## src/rtl/mem_pkg.sv

```systemverilog
// Shared types and constants for the IF/LS memory arbiter.
// State/owner encodings and the byte-address legality check live here.
package mem_pkg;

    localparam int unsigned DEPTH_W_DEF = 12;

    typedef enum logic [1:0] {
        IDLE   = 2'd0,
        ACCESS = 2'd1,
        RESP   = 2'd2
    } state_e;

    localparam logic OWN_IF = 1'b0;
    localparam logic OWN_LS = 1'b1;

    // Misaligned, or beyond the 2^depth_w-word array.
    function automatic logic addr_err(input logic [31:0] addr, input int unsigned depth_w);
        return (addr[1:0] != 2'b00) || ((addr >> (depth_w + 2)) != 32'd0);
    endfunction

endpackage

```

## src/rtl/mem_arbiter_if.sv

```systemverilog
// Bus bundle between the CPU requesters, the arbiter and the word memory.
// slave = arbiter view; master = CPU/memory view.
interface mem_arbiter_if;

    logic        if_req;
    logic [31:0] if_addr;
    logic        if_gnt;
    logic        if_rvalid;
    logic [31:0] if_rdata;
    logic        if_err;

    logic        ls_req;
    logic        ls_we;
    logic [31:0] ls_addr;
    logic [31:0] ls_wdata;
    logic        ls_gnt;
    logic        ls_rvalid;
    logic [31:0] ls_rdata;
    logic        ls_err;

    logic        mem_we;
    logic [31:0] mem_addr;
    logic [31:0] mem_wdata;
    logic [31:0] mem_rdata;

    modport slave (
        input  if_req, if_addr, ls_req, ls_we, ls_addr, ls_wdata, mem_rdata,
        output if_gnt, if_rvalid, if_rdata, if_err,
        output ls_gnt, ls_rvalid, ls_rdata, ls_err,
        output mem_we, mem_addr, mem_wdata
    );

    modport master (
        output if_req, if_addr, ls_req, ls_we, ls_addr, ls_wdata, mem_rdata,
        input  if_gnt, if_rvalid, if_rdata, if_err,
        input  ls_gnt, ls_rvalid, ls_rdata, ls_err,
        input  mem_we, mem_addr, mem_wdata
    );

endinterface

```

## src/rtl/mem_rr_pick.sv

```systemverilog
// Combinational 2-way selector: round-robin on ties, or fixed LS priority.
module mem_rr_pick
    import mem_pkg::*;
#(
    parameter bit LS_PRIORITY = 1'b0
) (
    input  logic if_req,
    input  logic ls_req,
    input  logic rr_last,
    output logic valid,
    output logic owner
);

    always_comb begin
        valid = if_req | ls_req;
        owner = OWN_IF;
        if (if_req && ls_req) begin
            owner = LS_PRIORITY ? OWN_LS : ~rr_last;
        end else if (ls_req) begin
            owner = OWN_LS;
        end
    end

endmodule

```

## src/rtl/mem_arbiter.sv

```systemverilog
// Shares one combinational-read word memory between instruction fetch and load/store.
// Each transaction is IDLE -> ACCESS (memory driven, gnt) -> RESP (rvalid).
module mem_arbiter
    import mem_pkg::*;
#(
    parameter int unsigned DEPTH_W     = DEPTH_W_DEF,
    parameter bit          LS_PRIORITY = 1'b0
) (
    input  logic          clk,
    input  logic          reset,
    mem_arbiter_if.slave  bus
);

    state_e               state_q, state_d;
    logic                 owner_q;
    logic                 we_q;
    logic                 err_q;
    logic [DEPTH_W-1:0]   idx_q;
    logic [31:0]          wdata_q;
    logic                 rr_last_q;
    logic [31:0]          if_rdata_q;
    logic [31:0]          ls_rdata_q;

    logic                 sel_valid;
    logic                 sel_owner;
    logic [31:0]          sel_addr;
    logic [31:0]          access_rdata;

    mem_rr_pick #(
        .LS_PRIORITY (LS_PRIORITY)
    ) u_pick (
        .if_req  (bus.if_req),
        .ls_req  (bus.ls_req),
        .rr_last (rr_last_q),
        .valid   (sel_valid),
        .owner   (sel_owner)
    );

    assign sel_addr = (sel_owner == OWN_LS) ? bus.ls_addr : bus.if_addr;
    // Stores and illegal accesses return zero rather than whatever the array shows.
    assign access_rdata = (we_q || err_q) ? 32'd0 : bus.mem_rdata;

    always_ff @(posedge clk or posedge reset) begin
        if (reset) begin
            state_q    <= IDLE;
            owner_q    <= OWN_IF;
            we_q       <= 1'b0;
            err_q      <= 1'b0;
            idx_q      <= '0;
            wdata_q    <= '0;
            rr_last_q  <= OWN_LS;
            if_rdata_q <= '0;
            ls_rdata_q <= '0;
        end else begin
            state_q <= state_d;
            if (state_q == IDLE && sel_valid) begin
                owner_q   <= sel_owner;
                we_q      <= (sel_owner == OWN_LS) && bus.ls_we;
                err_q     <= addr_err(sel_addr, DEPTH_W);
                idx_q     <= sel_addr[DEPTH_W+1:2];
                wdata_q   <= (sel_owner == OWN_LS) ? bus.ls_wdata : 32'd0;
                rr_last_q <= sel_owner;
            end
            if (state_q == ACCESS) begin
                if (owner_q == OWN_LS) begin
                    ls_rdata_q <= access_rdata;
                end else begin
                    if_rdata_q <= access_rdata;
                end
            end
        end
    end

    always_comb begin
        state_d = state_q;
        case (state_q)
            IDLE:    if (sel_valid) state_d = ACCESS;
            ACCESS:  state_d = RESP;
            RESP:    state_d = IDLE;
            default: state_d = IDLE;
        endcase
    end

    always_comb begin
        bus.if_gnt    = (state_q == ACCESS) && (owner_q == OWN_IF);
        bus.ls_gnt    = (state_q == ACCESS) && (owner_q == OWN_LS);
        bus.if_rvalid = (state_q == RESP) && (owner_q == OWN_IF);
        bus.ls_rvalid = (state_q == RESP) && (owner_q == OWN_LS);
        bus.if_err    = bus.if_rvalid && err_q;
        bus.ls_err    = bus.ls_rvalid && err_q;
        bus.if_rdata  = if_rdata_q;
        bus.ls_rdata  = ls_rdata_q;
        bus.mem_we    = (state_q == ACCESS) && we_q && !err_q;
        bus.mem_addr  = 32'(idx_q);
        bus.mem_wdata = wdata_q;
    end

endmodule

```

## src/flat_wrapper.sv

```systemverilog
// flat-port wrapper written by rule: the top's interface ports become plain ports
module mem_arbiter_flat import mem_pkg::*;
#(
    parameter int unsigned DEPTH_W     = DEPTH_W_DEF,
    parameter bit          LS_PRIORITY = 1'b0
)
  (clk, reset, bus_if_req, bus_if_addr, bus_ls_req, bus_ls_we, bus_ls_addr, bus_ls_wdata, bus_mem_rdata, bus_if_gnt, bus_if_rvalid, bus_if_rdata, bus_if_err, bus_ls_gnt, bus_ls_rvalid, bus_ls_rdata, bus_ls_err, bus_mem_we, bus_mem_addr, bus_mem_wdata);
  mem_arbiter_if bus_i ();
  input  logic clk;
  input  logic reset;
  input wire logic [$bits(bus_i.if_req)-1:0] bus_if_req;
  input wire logic [$bits(bus_i.if_addr)-1:0] bus_if_addr;
  input wire logic [$bits(bus_i.ls_req)-1:0] bus_ls_req;
  input wire logic [$bits(bus_i.ls_we)-1:0] bus_ls_we;
  input wire logic [$bits(bus_i.ls_addr)-1:0] bus_ls_addr;
  input wire logic [$bits(bus_i.ls_wdata)-1:0] bus_ls_wdata;
  input wire logic [$bits(bus_i.mem_rdata)-1:0] bus_mem_rdata;
  output wire logic [$bits(bus_i.if_gnt)-1:0] bus_if_gnt;
  output wire logic [$bits(bus_i.if_rvalid)-1:0] bus_if_rvalid;
  output wire logic [$bits(bus_i.if_rdata)-1:0] bus_if_rdata;
  output wire logic [$bits(bus_i.if_err)-1:0] bus_if_err;
  output wire logic [$bits(bus_i.ls_gnt)-1:0] bus_ls_gnt;
  output wire logic [$bits(bus_i.ls_rvalid)-1:0] bus_ls_rvalid;
  output wire logic [$bits(bus_i.ls_rdata)-1:0] bus_ls_rdata;
  output wire logic [$bits(bus_i.ls_err)-1:0] bus_ls_err;
  output wire logic [$bits(bus_i.mem_we)-1:0] bus_mem_we;
  output wire logic [$bits(bus_i.mem_addr)-1:0] bus_mem_addr;
  output wire logic [$bits(bus_i.mem_wdata)-1:0] bus_mem_wdata;
  assign bus_i.if_req = bus_if_req;
  assign bus_i.if_addr = bus_if_addr;
  assign bus_i.ls_req = bus_ls_req;
  assign bus_i.ls_we = bus_ls_we;
  assign bus_i.ls_addr = bus_ls_addr;
  assign bus_i.ls_wdata = bus_ls_wdata;
  assign bus_i.mem_rdata = bus_mem_rdata;
  assign bus_if_gnt = bus_i.if_gnt;
  assign bus_if_rvalid = bus_i.if_rvalid;
  assign bus_if_rdata = bus_i.if_rdata;
  assign bus_if_err = bus_i.if_err;
  assign bus_ls_gnt = bus_i.ls_gnt;
  assign bus_ls_rvalid = bus_i.ls_rvalid;
  assign bus_ls_rdata = bus_i.ls_rdata;
  assign bus_ls_err = bus_i.ls_err;
  assign bus_mem_we = bus_i.mem_we;
  assign bus_mem_addr = bus_i.mem_addr;
  assign bus_mem_wdata = bus_i.mem_wdata;
  mem_arbiter #(.DEPTH_W(DEPTH_W), .LS_PRIORITY(LS_PRIORITY)) u_core (.clk(clk), .reset(reset), .bus(bus_i));
endmodule
```

## config.mk

```make
export PLATFORM = sky130hd
export DESIGN_NAME = mem_arbiter_flat
export DESIGN_NICKNAME = d
export VERILOG_FILES = /design/src/rtl/mem_pkg.sv /design/src/rtl/mem_arbiter_if.sv /design/src/rtl/mem_rr_pick.sv /design/src/rtl/mem_arbiter.sv /design/src/flat_wrapper.sv
export SDC_FILE = /design/constraint.sdc
export NUM_CORES = 1
export LEC_CHECK = 0
export CAP_MARGIN = 20
export CELL_PAD_IN_SITES_DETAIL_PLACEMENT = 0
export CELL_PAD_IN_SITES_GLOBAL_PLACEMENT = 2
export CORE_UTILIZATION = 21
export DETAILED_ROUTE_END_ITERATION = 6
export PLACE_DENSITY_LB_ADDON = 0.12
export SKIP_LAST_GASP = 1
export SYNTH_ARGS = -nofsm -noshare
export SYNTH_HDL_FRONTEND = slang
export SYNTH_HIERARCHICAL = 1
export SYNTH_SLANG_ARGS = --single-unit
```

## constraint.sdc

```tcl
create_clock -name clk -period 5.33 [get_ports clk]
set_input_delay 1.3325 -clock clk [delete_from_list [all_inputs] [get_ports clk]]
set_output_delay 1.3325 -clock clk [all_outputs]
set_load 0.01 [all_outputs]
```

Word level (Yosys, flattened, before mapping)

Cells that the tools add are included.

Eq/ne operators: 3
Muxes and demuxes: 7
Bitwise operators: 3
Reduce and logical (&&, ||, !) cells: 19

Operators with widths:

| cell                                                            | count |
|---|---|
| 32-bit two-way mux                                              | 3 |
| 32-bit nonzero test                                             | 1 |
| 1-bit logical AND                                               | 11 |
| 2-bit one-hot mux with 2 select lines                           | 1 |
| 2-bit AND reduction                                             | 2 |
| 2-bit by 1-bit == test with 1-bit output, second input constant | 1 |
| 2-bit == test, second input constant                            | 1 |
| 2-bit zero test                                                 | 1 |
| 1-bit logical OR                                                | 2 |
| 1-bit two-way mux                                               | 2 |
| 2-bit two-way mux                                               | 1 |
| 2-bit by 1-bit != test with 1-bit output, second input constant | 1 |
| 1-bit NOT                                                       | 2 |
| 2-bit nonzero test                                              | 1 |
| 1-bit zero test                                                 | 1 |
| 1-bit bitwise OR                                                | 1 |

Register bits: 114
Bits of input ports: 133
Output and inout port bits: 135
Logic and storage cells: 41

Depth between registers and ports, before layout

Depth after elaboration: 5
Gate-level depth with buffers: 6

Hierarchy

Netlist, hierarchy kept.

Modules (own cells, without submodules):

| module      | instances | cells an instance | area each (um^2) | sequential area each (um^2) |
|---|---|---|---|---|
| mem_arbiter | 1         | 502               | 4,744.6          | 2,854.0 |
| mem_rr_pick | 1         | 2                 | 13.8             | 0.0 |

Least setup slack after synthesis

OpenSTA, ideal clock, no wires.

Kind: input to register
From: in bus_ls_req
To: reg u_core.err_q
Library setup time: 0.123 ns
Arrival time: 2.241 ns
Setup slack: 2.966 ns
Cell stages on the path: 6
Path buffers: 1
Cells stage by stage: a21boi_1 -> clkbuf_2 -> nor4b_2 -> nand4_1 -> a221oi_2 -> o21ai_1

Longest elaborated chain between the ends: 5
Elaborated cells on any way between the ends: 9

Ends and longest elaborated chain:

| what                                                             | line                                 | RTL |
|---|---|---|
| start, declared                                                  | flat_wrapper.sv:13                   | `input wire logic [$bits(bus_i.ls_req)-1:0] bus_ls_req;` |
| 1-bit two-way mux / 1-bit logical AND (equally long branches)    | mem_rr_pick.sv:19, mem_rr_pick.sv:17 |  |
| 1-bit two-way mux                                                | mem_rr_pick.sv:17                    | `if (if_req && ls_req) begin` |
| 32-bit two-way mux                                               | mem_arbiter.sv:39                    | `assign sel_addr = (sel_owner == OWN_LS) ? bus.ls_addr : bus.if_addr;` |
| 32-bit nonzero test / 2-bit nonzero test (equally long branches) | mem_pkg.sv:18                        | `return (addr[1:0] != 2'b00) \|\| ((addr >> (depth_w + 2)) != 32'd0);` |
| 1-bit logical OR                                                 | mem_pkg.sv:18                        |  |
| end signal, assigned                                             | mem_arbiter.sv:59                    | `err_q <= addr_err(sel_addr, DEPTH_W);` |
| end, declared                                                    | mem_arbiter.sv:17                    | `logic err_q;` |

Several ways; a longest one is shown, not always the timed one.
A chain may end at the register's enable or synchronous reset.

Final worst setup path

From: reg u_core.state_q[0]
To: out bus_ls_gnt

Longest elaborated chain between the ends: 2

Ends and longest elaborated chain:

| what                                     | line               | RTL |
|---|---|---|
| start, declared                          | mem_arbiter.sv:14  | `state_e state_q, state_d;` |
| start signal, assigned                   | mem_arbiter.sv:55  | `state_q <= state_d;` |
| 2-bit by 1-bit == test with 1-bit output | mem_arbiter.sv:86  | `bus.ls_gnt = (state_q == ACCESS) && (owner_q == OWN_LS);` |
| 1-bit logical AND                        | mem_arbiter.sv:86  |  |
| end, declared                            | flat_wrapper.sv:22 | `output wire logic [$bits(bus_i.ls_gnt)-1:0] bus_ls_gnt;` |

Every way passes these cells.

==> results.cfg <==
[synth]
ys.flop_type = dfrtp_1
synth-edff-count = 0
synth_area_leader_cell = dfrtp_1
ys_seq_area_share_pct = 59.98
synth.yosys.warnings = 6
syn-instance-count = 504
synth-async-reset-ratio_pct = 100.0
avgSynthCellArea_um2 = 9.441
ys_top_cells_by_count = 171 x nand2_1, 113 x dfrtp_1, 64 x o21ai_0
ys_types = 30
syn-cell-area_mm2 = 0.004758
synthMostInstantiatedCell = nand2_1
ys_ff_latch = 114
synthTopCellsByArea = dfrtp_1 59%, nand2_1 13%, o21ai_0 6.7%
synth_top_cell_area_share_pct = 59.43

[place]
place.gp.congestion = 0.7224
hpwl_um = 10660
placed_cell_area_mm2 = 0.007392
io_buffers = 247
place_ws_ns = 1.797

[global_routing]
grt_pass1_wl_um = 24590
gr-usage-all-layers_pct = 13.66
antenna_found_initial = 0
grt_remaining_overflow = 0
grt_pass1_vias = 4278
grt_max_degree = 69

[clock_tree]
clkTransAtPathRegs_ns = 0.05
cts_hold_buf = 0
clock_path_buffers = 2
post-cts-setup-buffers = 0
tritoncts = built
cts_buffers = 17
clock_sinks = 114
cts-root-buf = clkbuf_16
cts_resized = 0
cts-htree-levels = 4
clkLatencyLatePin_ns = 0.41

[run]
maxCapViolCount = 0

[floorplanning]
die_area_mm2 = 0.02326
die_y_um = 152.5
rows = 54
num_io_pins = 268
initial_utilization_pct = 21.60
die_w_um = 152.5
core_area_mm2 = 0.02203

[worst_setup_path]
reg2reg_from = u_core/rr_last_q
crit_type = register to output pin
crit_slowest_cell = clkdlybuf4s50_1
end_kind = output pin
cp-start-kind = register
cp_max_fo = 65
required_ns = 4.00
crit_family = buffers and inverters
cp_cell_sequence = nor2b_4 -> nand2_2 -> buf_4 -> inv_1 -> clkdlybuf4s50_1
rr_worst_depth = 6
worstSetupStartpoint = u_core/state_q[0]
r2r_setup_slack_ns = 3.34
r2r-end = u_core/err_q
critPathMaxStageDelay_ns = 0.49
crit_arrival_ns = 2.11
cp.buffers_inverters = 3

[routing]
via_count = 4217
wl_per_cell_um = 14.85
post-route-drc-count = 16
viasPerCell = 4.070
drt_iter0_drc = 175
ant_nets = 0
first_pass_iters = 7
drt-total-wl_um = 15390

[sta]
tightest_slew_ns = 1.004
setup_viol = 0
slew_viol_final = 0
hold_viol = 0
finalSetupTns_ns = 0
grt_setup_unrepaired = no
min_period_ns = 3.442
fmax_ghz = 0.2905
relSlewSlack_pct = 32.99
fin_skew_ns = 0.01116
fin_ws_ns = 1.888
period_share_pct = 64.58

[run_status]
violations = design-rule violations
outcome = finished, violations left

[cells_and_area]
fin_util_pct = 36.47
fin_area_mm2 = 0.008034
syn2layout_area_growth_pct = 68.84
drive_gt1_share_pct = 6.349
finish.net_count = 876
fillers = 2223
antenna_cells = 0

[power_and_ir_drop]
internal_power_mw = 2.977
powerDensity_mw_per_mm2 = 563.2
combPwrFrac_pct = 40.3
seqPwrFrac_pct = 32.2
p_switching_mw = 1.548
ir_worst_vdd_v = 0.0002229
clock_power_share_pct = 27.6
power.leakage_nw = 3.526
switching_share_pct = 34.21

[worst_hold_path]
hold_depth = 2
worstHoldEndpoint = u_core/bus.mem_wdata[17]
hold_start = u_core/bus.mem_wdata[17]
hold_path_class = register to register
worst register-to-register path, stage by stage, from the launching register on:
cell	delay, ns
dfstp_2	0.39
a21boi_4	0.13
buf_4	0.52
nor4b_2	0.31
nand4_1	0.14
a221oi_2	0.30
o21ai_1	0.08
cells in the final DEF (no fill, tap or decap), types with 3 or more instances in the layout:
cell type          n
a21oi_1           13
buf_4              7
bufinv_16          5
clkbuf_16         17
clkdlybuf4s50_1  247
clkinvlp_4         3
conb_1            20
dfrtp_1          113
mux2i_1           12
nand2_1          170
nand3_1           33
nor2_1            15
nor4_1             6
o21ai_0           64
registers in the layout (all words and copies together) (netlist names):
name,cells
u_core/we_q,1
u_core/rr_last_q,1
u_core/state_q,2
u_core/bus.mem_wdata,32
u_core/owner_q,1
u_core/idx_q,12
u_core/bus.ls_rdata,32
u_core/bus.if_rdata,32
u_core/err_q,1
metrics by stage:
step	std cells	total power, mW	hold slack, ns
finish	1036	4.525	0.4648
global route	1036	4.864	0.4896
CTS	1036	4.627	0.4689
detailed placement	1004	3.342	0.4586
global placement	1004	3.325	0.4519
floorplan	523	2.286	0.4391
how the worst max path moves through the flow:
stage	endpoint	slack [ns]	depth (start not counted)
final	bus_ls_gnt	1.89	5
after floorplan	u_core/bus.if_rdata[0]	0.98	1
after detailed placement	u_core/err_q	1.80	7
after global routing	bus_ls_gnt	1.74	5
after global placement	u_core/err_q	1.86	7
after CTS	bus_if_gnt	1.84	5
cells by family after synthesis:
kind of cell    Yosys count  synth area share [%]
compound gates           80                 8.677
buf+inv                  57                 7.336
flops                   114                 59.98
mux                      12                 2.524
other cells               1               0.07881
simple gates            240                 21.40
power by group through the flow:
stage                     combinational [mW]  clock [mW]  sequential, mW
after floorplan                        0.674           0            1.61
after global placement                  1.86           0            1.46
after detailed placement                1.87           0            1.47
after CTS                               1.87        1.29            1.47
after global routing                    2.01        1.34            1.51
final                                   1.82        1.25            1.45
per-layer routing:
layer	global-route usage, %	part of all wire, %	wire, um	up-vias
met5	0	0	0	-
met4	4.570	1.2	177	0
met3	5.944	9.7	1486	11
met2	21.40	47	7258	147
met1	16.77	42	6467	1962
li1	-	-	-	2097
cell type report:
cell class,instances,area (um^2),share of cell area [%]
sequential,114,2854,35.52
multi-input combinational,352,1645,20.48
inverter,4,17.52,0.2180
tap,280,350.3,4.361
clock buffer,19,432.9,5.389
clock inverter,13,209.0,2.601
timing repair buffer,254,2525,31.43
No activity file was read; power rests on OpenSTA's default activity.
